### src/rtl/pipe_stage_elastic_pkg.sv
// Shared definitions for the elastic pipeline stage: occupancy state encoding.
package pipe_stage_elastic_pkg;

    typedef enum logic [1:0] {
        ST_EMPTY = 2'd0,
        ST_ONE   = 2'd1,
        ST_TWO   = 2'd2
    } occ_e;

endpackage

### src/rtl/pipe_sat_counter.sv
// Saturating up-counter with synchronous clear; holds at all-ones instead of wrapping.
module pipe_sat_counter #(
    parameter int unsigned CNT_W = 32
) (
    input  logic             clk,
    input  logic             clear,
    input  logic             inc,
    output logic [CNT_W-1:0] cnt
);

    logic [CNT_W-1:0] cnt_q;

    always_ff @(posedge clk) begin
        if (clear) begin
            cnt_q <= '0;
        end else if (inc && (cnt_q != {CNT_W{1'b1}})) begin
            cnt_q <= cnt_q + 1'b1;
        end
    end

    assign cnt = cnt_q;

endmodule

### src/rtl/pipe_stage_elastic.sv
// Elastic inter-stage pipeline register with 2-entry skid buffer, registered in_ready and flush.
// Define PIPE_STAGE_PERF_EN to enable the saturating stall/bubble performance counters.
module pipe_stage_elastic
    import pipe_stage_elastic_pkg::*;
#(
    parameter int unsigned CTRL_W = 16,
    parameter int unsigned DATA_W = 256,
    parameter int unsigned CNT_W  = 32
) (
    input  logic              clk,
    input  logic              reset,
    input  logic              flush,
    input  logic              in_valid,
    output logic              in_ready,
    input  logic [CTRL_W-1:0] in_ctrl,
    input  logic [DATA_W-1:0] in_data,
    output logic              out_valid,
    input  logic              out_ready,
    output logic [CTRL_W-1:0] out_ctrl,
    output logic [DATA_W-1:0] out_data,
    output logic [CNT_W-1:0]  perf_stall_cnt,
    output logic [CNT_W-1:0]  perf_bubble_cnt
);

    occ_e              state_q, state_d;
    logic              in_ready_q, in_ready_d;
    logic [CTRL_W-1:0] main_ctrl_q, main_ctrl_d, skid_ctrl_q, skid_ctrl_d;
    logic [DATA_W-1:0] main_data_q, main_data_d, skid_data_q, skid_data_d;
    logic              accept, consume;

    assign out_valid = (state_q != ST_EMPTY);
    assign accept    = in_valid & in_ready_q;
    assign consume   = out_valid & out_ready;

    always_comb begin
        state_d     = state_q;
        main_ctrl_d = main_ctrl_q;
        main_data_d = main_data_q;
        skid_ctrl_d = skid_ctrl_q;
        skid_data_d = skid_data_q;

        unique case (state_q)
            ST_EMPTY: begin
                if (accept) begin
                    main_ctrl_d = in_ctrl;
                    main_data_d = in_data;
                    state_d     = ST_ONE;
                end
            end
            ST_ONE: begin
                if (accept && consume) begin
                    main_ctrl_d = in_ctrl;
                    main_data_d = in_data;
                end else if (accept) begin
                    skid_ctrl_d = in_ctrl;
                    skid_data_d = in_data;
                    state_d     = ST_TWO;
                end else if (consume) begin
                    state_d = ST_EMPTY;
                end
            end
            ST_TWO: begin
                if (consume) begin
                    main_ctrl_d = skid_ctrl_q;
                    main_data_d = skid_data_q;
                    state_d     = ST_ONE;
                end
            end
            default: state_d = ST_EMPTY;
        endcase

        // A flushed stage drops everything, including this cycle's incoming entry.
        if (flush) begin
            state_d = ST_EMPTY;
        end

        in_ready_d = (state_d != ST_TWO);
    end

    always_ff @(posedge clk) begin
        if (reset) begin
            state_q     <= ST_EMPTY;
            in_ready_q  <= 1'b1;
            main_ctrl_q <= '0;
            main_data_q <= '0;
            skid_ctrl_q <= '0;
            skid_data_q <= '0;
        end else begin
            state_q     <= state_d;
            in_ready_q  <= in_ready_d;
            main_ctrl_q <= main_ctrl_d;
            main_data_q <= main_data_d;
            skid_ctrl_q <= skid_ctrl_d;
            skid_data_q <= skid_data_d;
        end
    end

    assign in_ready = in_ready_q;
    // Gate ctrl so downstream never sees a stale regWrite/memWrite on a bubble.
    assign out_ctrl = out_valid ? main_ctrl_q : '0;
    assign out_data = main_data_q;

`ifdef PIPE_STAGE_PERF_EN
    pipe_sat_counter #(
        .CNT_W(CNT_W)
    ) u_stall_cnt (
        .clk  (clk),
        .clear(reset),
        .inc  (out_valid & ~out_ready),
        .cnt  (perf_stall_cnt)
    );

    pipe_sat_counter #(
        .CNT_W(CNT_W)
    ) u_bubble_cnt (
        .clk  (clk),
        .clear(reset),
        .inc  (~out_valid),
        .cnt  (perf_bubble_cnt)
    );
`else
    assign perf_stall_cnt  = '0;
    assign perf_bubble_cnt = '0;
`endif

endmodule
### config.mk
export PLATFORM = sky130hd
export DESIGN_NAME = pipe_stage_elastic
export DESIGN_NICKNAME = d
export VERILOG_FILES = /design/src/rtl/pipe_stage_elastic_pkg.sv /design/src/rtl/pipe_sat_counter.sv /design/src/rtl/pipe_stage_elastic.sv
export SDC_FILE = /design/constraint.sdc
export NUM_CORES = 1
export LEC_CHECK = 0
export ABC_AREA = 1
export BUFFER_PORTS_ARGS = -buffer_cell sky130_fd_sc_hd__buf_4
export CORE_AREA = 4 4 235 237
export DETAILED_ROUTE_END_ITERATION = 8
export DIE_AREA = 0 0 239 241
export GPL_TIMING_DRIVEN = 0
export PLACE_DENSITY = 0.71
export SYNTH_ARGS = -nofsm -noshare
export SYNTH_HDL_FRONTEND = slang
export SYNTH_SLANG_ARGS = --single-unit
### constraint.sdc
create_clock -name clk -period 4 [get_ports clk]
set_input_delay 0.8 -clock clk [delete_from_list [all_inputs] [get_ports clk]]
set_output_delay 0.8 -clock clk [all_outputs]
set_load 0.03 [all_outputs]
Yosys cells after proc, flatten, opt, wreduce, memory -nomap -nowiden:

Cells that the tools add are included.

* output and inout port bits: 338
* register bits after elaboration: 547

* reductions and logical operators: 6
* muxes and demuxes: 16
* eq/ne operators: 6
* bitwise operators: 3

Operators with widths (number)
* $mux W256: 3
* $pmux W256 S3: 1
* $mux W16: 4
* $pmux W16 S3: 1
* $mux W2: 6
* $ne A2 B2 Y1 const B: 4
* $pmux W2 S3: 1
* $reduce_and A4 Y1: 1
* $reduce_and A3 Y1: 1
* $reduce_bool A3 Y1: 1
* $and A1 B1 Y1: 2
* $eq A2 B1 Y1 const B: 1
* $eq A2 B2 Y1 const B: 1
* $logic_not A2 Y1: 1
* $reduce_bool A2 Y1: 1
* $logic_and A1 B1 Y1: 1
* $not A1 Y1: 1

Logic depth before layout (Yosys ltp):

* word-level depth: 8
* gate-level depth with buffers: 9
* depth with buffers taken out: 6

Least setup slack after synthesis:

OpenSTA, ideal clock, no wires.

* kind: reg-to-output
* from: reg state_q[1]
* to: out out_ctrl[10]
* buffers on the path: 3
* required time: 3.200 ns
* path slack: 1.881 ns
* arrival: 1.319 ns
* stages on the path, launching flop included: 6
* cell sequence: dfxtp_1 buf_2 buf_2 nor2_1 buf_2 nor2_1

* word-level cells in the longest chain between the ends: 2

Ends and longest elaborated chain
* start, declared: RTL line pipe_stage_elastic.sv:25 `occ_e state_q, state_d;`
* start signal, assigned: RTL line pipe_stage_elastic.sv:89 `state_q <= state_d;`
* $reduce_bool A2 Y1: RTL line pipe_stage_elastic.sv:31 `assign out_valid = (state_q != ST_EMPTY);`
* $mux W16: RTL line pipe_stage_elastic.sv:100 `assign out_ctrl = out_valid ? main_ctrl_q : '0;`
* end, declared: RTL line pipe_stage_elastic.sv:19 `output logic [CTRL_W-1:0] out_ctrl,`

Every way passes these cells.

Worst setup path after layout:

* from: reg state_q[1]
* to: out out_ctrl[12]

Same word-level chain as after synthesis.

==> results.sh <==
export IMPL_run_status="finished, final reports clean"
export IMPL_ant_nets=0
export IMPL_seq_area_frac_synth_pct=44.28
export IMPL_min_period_ns=3.358
export IMPL_cts_resized=0
export IMPL_htree_levels=2
export IMPL_final_nets=4868
export IMPL_gp_congestion=0.8631
export IMPL_port_buffers=550
export IMPL_ys_warn_count=0
export IMPL_clk_path_buf_depth=3
export IMPL_io_pins=615
export IMPL_worstPathCellList="buf_2, buf_2, nor2_1, buf_2, nor2_1, buf_4"
export IMPL_drc=0
export IMPL_via_count=25320
export IMPL_slowest_stage="nor2_1"
export IMPL_totalWireLength_microns=82790
export IMPL_clock_latency_ns=0.62
export IMPL_arrival_ns=2.56
export IMPL_die_y_microns=241
export IMPL_grt_met2_usage_pct=45.05
export IMPL_ctsHoldBuffers=0
export IMPL_clk_pin_slew_ns=0.06
export IMPL_worst_pin_slew_ns=1.012
export IMPL_min_to="skid_data_q[244]$_SDFFE_PP0P_"
export IMPL_drive_gt1_share_pct=17.87
export IMPL_synth_top_cell_by_area="dfxtp_1"
export IMPL_path_max_fanout=10
export IMPL_worst_path_stages=6
export IMPL_worstSetupStartpointType="flop"
export IMPL_synth_seq_cells=547
export IMPL_fillCellCount=5210
export IMPL_grt_max_degree=15
export IMPL_fmax_mhz=297.8
export IMPL_crit_type="flop to output pin"
export IMPL_vias_per_cell=4.734
export IMPL_synth_area_leaders="dfxtp_1, nor2_1, nand2_1, nand3_1, o21ai_0"
export IMPL_core_rowCount=85
export IMPL_power_leakage_nw=16.24
export IMPL_grt_pass1_vias=23070
export IMPL_netlist_instances=3917
export IMPL_drv_slew=0
export IMPL_die_w_microns=239
export IMPL_cpMostUsedCell="buf_2"
export IMPL_grt_use_met1_pct=33.40
export IMPL_core_region_area_sq_mm=0.05328
export IMPL_busiest_layer="met2"
export IMPL_critical_path_buf_inv_count=4
export IMPL_crit_path_start="state_q[1]$_SDFF_PP0_"
export IMPL_setup_tns_ns=0
export IMPL_hold_start="in_data[244]"
export IMPL_cts_buffers=59
export IMPL_r2r_start="state_q[0]$_SDFF_PP0_"
export IMPL_start_util_pct=46.42
export IMPL_grt_overflow_total=0
export IMPL_gr_usage_met3_pct=7.428
export IMPL_final_common_cell="nor2_1"
export IMPL_grt_pass1_wl_microns=125600
export IMPL_post_cts_buffers=0
export IMPL_min_period_over_period_pct=83.96
export IMPL_fp_dieArea_sq_mm=0.05760
export IMPL_min_delay_path_depth=3
export IMPL_hp_class="input pin to flop"
export IMPL_finalPower_w=0.01367
export IMPL_crit_family="buffers and inverters"
export IMPL_endpoint_kind="output pin"
export IMPL_crit_required_ns=3.20
export IMPL_powerDensity_mw_per_mm2=427.8
export IMPL_rsz0062_at_grt="false"
export IMPL_antenna_found_initial=20
export IMPL_area_delta_synth_final_pct=29.18
export IMPL_cts_root_buf="clkbuf_16"
export IMPL_fin_worst_skew_ns=0.01823
export IMPL_syn_cell_area_sq_mm=0.02473
export IMPL_rr_worst_depth=8
export IMPL_slew_headroom_pct=32.55
export IMPL_clock_sinks=547
export IMPL_avgRoutedWirePerCell_microns=15.48
export IMPL_final_hold_viol_count=0
export IMPL_ys_types=19
export IMPL_layout_common_cells="nor2_1, nand2_1, buf_4, dfxtp_1, inv_1"
export IMPL_cts_tree="done"
export IMPL_synth_top_area_share_pct=44.28
export IMPL_ir_drop_uv=335.4
export IMPL_r2r_slack_ns=2.16
export IMPL_cpPeakStageDelay_ns=0.60
export IMPL_hpwl_microns=61550
export IMPL_drv_cap=0
export IMPL_avgSynthCellArea_sq_um=6.314
export IMPL_initialDrtViolationCount=1598
export IMPL_setup_viol=0
export IMPL_grt_use_total_pct=27.22
export IMPL_drt_pass1_iter_count=8
export IMPL_r2r_end="out_data[199]$_SDFFE_PP0P_"
==> flip-flops by register name (all words and copies together), names as in the netlist <==
register,count
skid_data_q,256
out_data,256
main_ctrl_q,16
in_ready,1
skid_ctrl_q,16
state_q,2
==> report_power, final <==
part / switching, W / internal, W
Clock: 0.00225 / 0.00319
Combinational: 0.00147 / 0.000850
Sequential: 0.000163 / 0.00574
Total: 0.00388 / 0.00978
==> synthesized netlist by cell type <==
master and number:
a21oi_1 2, buf_1 25, buf_2 100, buf_4 75, buf_6 3, clkbuf_1 127
clkbuf_2 6, clkinv_1 1, conb_1 1, dfxtp_1 547, inv_1 278, inv_2 2
nand2_1 1094, nand3_1 276, nand4_1 1, nor2_1 1105, nor2_2 1, o21ai_0 236
o21ai_1 37
==> stage by stage <==
stage | util [%] | worst slack, ns | hold slack [ns] | std cells | area, sq um
after floorplan | - | 1.881 | 0.4559 | 3980 | 24970
after global placement | 56.24 | 1.234 | 0.4609 | 5226 | 29970
after detailed placement | 56.24 | 1.219 | 0.4719 | 5226 | 29970
after CTS | 59.87 | 0.5536 | 0.3995 | 5330 | 31900
after global routing | 59.95 | 0.4839 | 0.4173 | 5346 | 31940
final | 59.96 | 0.6415 | 0.4285 | 5348 | 31950
==> how the worst max path moves through the flow <==
stage / to
floorplan: out_ctrl[10]
global placement: out_ctrl[11]
detailed placement: out_ctrl[11]
CTS: out_ctrl[11]
global route: out_ctrl[11]
finish: out_ctrl[12]
==> final cells by class <==
cell class	count	area, sq um	area share [%]
Multi-Input combinational cell	2816	11260	35.26
Sequential cell	547	10950	34.28
Timing Repair Buffer	550	4129	12.92
Clock buffer	97	1892	5.922
Buffer	336	1698	5.315
Inverter	281	1055	3.302
Tap cell	696	870.8	2.726
Antenna cell	18	45.04	0.1410
Clock inverter	7	42.54	0.1332
==> worst register-to-register path: cells and delay by family, from the launching register on <==
kind / cells / cell delay [ns]
flops: 1 / 0.35
simple gates: 4 / 0.35
buf+inv: 4 / 1.08
==> metal layers <==
| layer | share of wire (%) | up-vias |
|---|---|---|
| li1 | - | 13130 |
| met1 | 40 | 11300 |
| met2 | 47 | 731 |
| met3 | 8.5 | 158 |
| met4 | 4.0 | 8 |
| met5 | 0.082 | - |
==> cells by family after synthesis <==
family	count (synthesis)	share of synthesized area, %
and+or+nand+nor	2477	39.01
DFF	547	44.28
other	1	0.01516
AOI/OAI and AO/OA	275	5.565
buffers and inverters	617	11.13
(Power assumes the default switching activity.)
